==> src/rtl/mem_port_arbiter.sv <==
// Arbitrates one single-port memory between instruction fetch (I) and load/store (D).
// D wins ties until it has taken MAX_D_STREAK grants in a row over a waiting fetch.
module mem_port_arbiter #(
    parameter int ADDR_W       = 32,
    parameter int DATA_W       = 32,
    parameter int MAX_D_STREAK = 4
) (
    input  logic                  clock,
    input  logic                  reset,
    input  logic                  i_req,
    input  logic [ADDR_W-1:0]     i_addr,
    output logic                  i_gnt,
    output logic                  i_rvalid,
    output logic [DATA_W-1:0]     i_rdata,
    input  logic                  d_req,
    input  logic                  d_we,
    input  logic [ADDR_W-1:0]     d_addr,
    input  logic [DATA_W-1:0]     d_wdata,
    input  logic [DATA_W/8-1:0]   d_wmask,
    output logic                  d_gnt,
    output logic                  d_rvalid,
    output logic [DATA_W-1:0]     d_rdata,
    output logic                  mem_req,
    output logic                  mem_we,
    output logic [ADDR_W-1:0]     mem_addr,
    output logic [DATA_W-1:0]     mem_wdata,
    output logic [DATA_W/8-1:0]   mem_wmask,
    input  logic                  mem_ready,
    input  logic                  mem_rvalid,
    input  logic [DATA_W-1:0]     mem_rdata
);
    localparam int SW = (MAX_D_STREAK > 0) ? $clog2(MAX_D_STREAK + 1) : 1;
    localparam logic [SW-1:0] STREAK_MAX = SW'(MAX_D_STREAK);

    typedef enum logic [1:0] {IDLE, ISSUE, WAIT} state_t;

    state_t        state;
    logic          owner_d;
    logic [SW-1:0] streak;
    logic          d_wins;

    // With MAX_D_STREAK=0 the streak is always saturated, so a waiting fetch wins every tie.
    assign d_wins = d_req && !(i_req && (streak >= STREAK_MAX));

    always_ff @(posedge clock or negedge reset) begin
        if (!reset) begin
            state     <= IDLE;
            owner_d   <= 1'b0;
            streak    <= '0;
            i_gnt     <= 1'b0;
            i_rvalid  <= 1'b0;
            i_rdata   <= '0;
            d_gnt     <= 1'b0;
            d_rvalid  <= 1'b0;
            d_rdata   <= '0;
            mem_req   <= 1'b0;
            mem_we    <= 1'b0;
            mem_addr  <= '0;
            mem_wdata <= '0;
            mem_wmask <= '0;
        end else begin
            i_gnt    <= 1'b0;
            d_gnt    <= 1'b0;
            i_rvalid <= 1'b0;
            d_rvalid <= 1'b0;
            case (state)
                IDLE: begin
                    if (i_req || d_req) begin
                        mem_req <= 1'b1;
                        owner_d <= d_wins;
                        state   <= ISSUE;
                        if (d_wins) begin
                            d_gnt     <= 1'b1;
                            mem_we    <= d_we;
                            mem_addr  <= d_addr;
                            mem_wdata <= d_wdata;
                            mem_wmask <= d_wmask;
                            if (!i_req)
                                streak <= '0;
                            else if (streak != STREAK_MAX)
                                streak <= streak + 1'b1;
                        end else begin
                            i_gnt     <= 1'b1;
                            mem_we    <= 1'b0;
                            mem_addr  <= i_addr;
                            mem_wdata <= '0;
                            mem_wmask <= '0;
                            streak    <= '0;
                        end
                    end
                end
                ISSUE: begin
                    // Memory never answers in the accept cycle, so mem_rvalid is not looked at here.
                    if (mem_ready) begin
                        mem_req <= 1'b0;
                        state   <= WAIT;
                    end
                end
                WAIT: begin
                    if (mem_rvalid) begin
                        if (owner_d) begin
                            d_rdata  <= mem_rdata;
                            d_rvalid <= 1'b1;
                        end else begin
                            i_rdata  <= mem_rdata;
                            i_rvalid <= 1'b1;
                        end
                        state <= IDLE;
                    end
                end
                default: state <= IDLE;
            endcase
        end
    end
endmodule

==> config.mk <==
export PLATFORM = sky130hd
export DESIGN_NAME = mem_port_arbiter
export DESIGN_NICKNAME = d
export VERILOG_FILES = /design/src/rtl/mem_port_arbiter.sv
export SDC_FILE = /design/constraint.sdc
export NUM_CORES = 1
export LEC_CHECK = 0
export ABC_AREA = 1
export BUFFER_PORTS_ARGS = -buffer_cell sky130_fd_sc_hd__buf_4
export CAP_MARGIN = 10
export CORE_MARGIN = 2
export CORE_UTILIZATION = 48
export CTS_BUF_LIST = sky130_fd_sc_hd__clkbuf_8
export DETAILED_ROUTE_END_ITERATION = 6
export HOLD_SLACK_MARGIN = 0.1
export PLACE_DENSITY = 0.82
export SLEW_MARGIN = 15
export SYNTH_ARGS = -nofsm -noshare
export SYNTH_HDL_FRONTEND = slang
export SYNTH_SLANG_ARGS = --single-unit
==> constraint.sdc <==
create_clock -name clock -period 1.5 [get_ports clock]
set_input_delay 0 -clock clock [delete_from_list [all_inputs] [get_ports clock]]
set_output_delay 0 -clock clock [all_outputs]
set_load 0.01 [all_outputs]
==> out/results.ini <==
[place]
place.gp.congestion=0.804
postPlaceCellArea_sq_um=8240
dp_cells=1103
post-place-ws_ns=0.146
place_hpwl_microns=11700
port_buffers=276

[worst_hold_path]
hold_path_class=in2async

[setup_path]
cp-startpoint=state[1]
cp_top_family=simple AND/OR/NAND/NOR gates
endpoint_kind=flip-flop
r2r_slack_ns=0.09
cp_cell_sequence=inv_2, nor2_1, nand2_2, buf_12, nand2_1, o21ai_2
crit_fanout=56
start_kind=flip-flop
required_ns=1.85
path_class=reg2reg
crit_end=i_rdata[2]
critical_path.slowest_cell=dfrtp_1
r2r_end=i_rdata[2]
path_buf_inv=2
worstSetupPathDepth=6
reg2regPathDepth=6
worstReg2RegStart=state[1]
slowest_delay_ns=0.42
cp.arrival_ns=1.75

[synth]
synth_top_area_share_pct=60.0
synthAdderAreaFrac_pct=0.208
synth-seq-cells=144
synthSimpleGateAreaFrac_pct=25.7
yosys.area.top_type=dfrtp_1
ys_types=22
synth_area_sq_um=6000
synth_cells=685
avgSynthCellArea_sq_um=8.76
synth-seq-area-share_pct=60.0
syn_nets=825
synthTopCellsByArea=dfrtp_1, nand2_1, o21ai_0, inv_1, nand3_1
ys_warn_count=0
synth_compound_area_share_pct=6.61
synth_xor_area_share_pct=0
synth_top_family_by_area=simple AND/OR/NAND/NOR gates
synth.mux.area_fraction_pct=0

[cts]
clkTransAtPathRegs_ns=0.09
root_buffer=clkbuf_8
ctsHtreeMaxLevel=4
cts_buffers=17
cts_tree=built
max-clock-path-buffers=2
clk_latency_ns=0.46
cts.sinks=144

[sta]
hold_viol_final=0
fin_crit_sh_pct=93.7
clock.fmax_mhz=711
finalSetupViolations=0
relSlewSlack_pct=74.5
maxSlewViolCount=0
setup_slack_ns=0.0942
rsz0062_at_grt=no
worstMarginPinSlew_ns=0.381
fin_skew_ns=0.0139
tns_ns=0
min_period_ns=1.41
whs_ns=0.107

[final_layout]
stdcell_area_sq_um=10100
instances_no_fill=1277
drive_gt1_share_pct=30.7
layout-area-overhead-vs-synth_pct=68.5
final_nets=1233
utilization_pct=83.5

[routing]
ant_nets=0
wirelength_microns=23300
vias=6684
via_per_inst=5.23
drc=0
drt_iter0_markers=787
dr.pass1.iters=7
routedWlPerCell_microns=18.3

[pwr]
powerDensity_nw_per_um2=1770
vdd.ir_drop.worst_mv=1.06
total_power_mw=17.9
p_leak_nw=5.53

[floorplanning]
io_pins=277
dieWidth_microns=116
start_util_pct=49.6
placeableCoreArea_sq_um=12100
die_h_microns=116
die_area_sq_um=13400
num_rows=40

[global_routing]
grt_max_degree=66
grt_pass1_wl_microns=35900
antenna_found_initial=2
grt-ovfl-total=0
grt.total_usage_pct=35.7
grt_pass1_vias=6919

[run]
maxCapViolCount=0

[status]
status=complete, no violations

[layout by cell type (no fill, tap or decap), drive strengths merged]
master and instances:
nand2 331, buf 291, dfrtp 144, dlygate4sd3 138, o21ai 67, inv 49, nand3 35, clkbuf 21
nand3b 9, nor2 6, clkinvlp 4, bufinv 4, diode 3, nand4 2, clkinv 2, a21oi 1
o31ai 1, ha 1
[synthesized netlist by cell type, drive strengths merged]
master,number
nand2,331
dfrtp,144
o21ai,67
inv,48
buf,35
nand3,35
nand3b,9
nor2,6
clkbuf,5
nand4,2
a21oi,1
ha,1
o31ai,1
[flip-flops by register name, indices dropped and copies added, names as in the netlist]
signal / count
mem_wmask: 4
mem_req: 1
d_rvalid: 1
i_gnt: 1
mem_wdata: 32
state: 2
i_rvalid: 1
mem_addr: 32
d_rdata: 32
streak: 3
owner_d: 1
mem_we: 1
i_rdata: 32
d_gnt: 1
[tightest hold or removal path, cell delays in order]
cell and delay (ns):
dlygate4sd3_1 0.54, buf_6 0.17, buf_12 0.21
[worst min path at each step]
stage	start	cells after the start	endpoint
floorplan	reset	0	d_gnt
global placement	reset	1	i_rdata[7]
detailed placement	reset	1	i_rdata[7]
CTS	reset	3	i_rdata[22]
global route	reset	3	d_rdata[8]
finish	reset	3	i_rdata[12]
[routing by layer]
metal / global-route usage [%] / wire, microns / up-vias
met3: 10.9 / 2340 / 126
li1: - / - / 2925
met1: 39.8 / 8080 / 3130
met2: 59.2 / 11400 / 503
met5: 0 / 0 / -
met4: 24.0 / 1490 / 0
[cells by family after synthesis]
family          Yosys count
compound gates           69
fa+ha+maj                 1
buf+inv                  88
flops                   144
simple gates            383
[layout make-up]
type / instances / area, sq um
fillers: 602 / 2000
clock inverters: 11 / 176
clock buffers: 21 / 289
repair buffers: 429 / 3690
flip-flops and latches: 144 / 3600
diodes: 3 / 7.51
well taps: 168 / 210
inverters: 48 / 180
multi-input cells: 453 / 1950
[repair_timing]
action                    in CTS  in global routing
gates resized for setup        0                  0
setup buffers                  0                  0
hold buffers                 139                  0
hold endpoints to repair     288                  0
[power by group]
part / leakage [nW] / internal, mW / switching (mW)
logic: 3.49 / 3.54 / 4.13
clock network: 0.221 / 2.00 / 1.53
registers: 1.82 / 5.56 / 1.13
total: 5.53 / 11.1 / 6.80
Power figures use the tool's default switching activity.
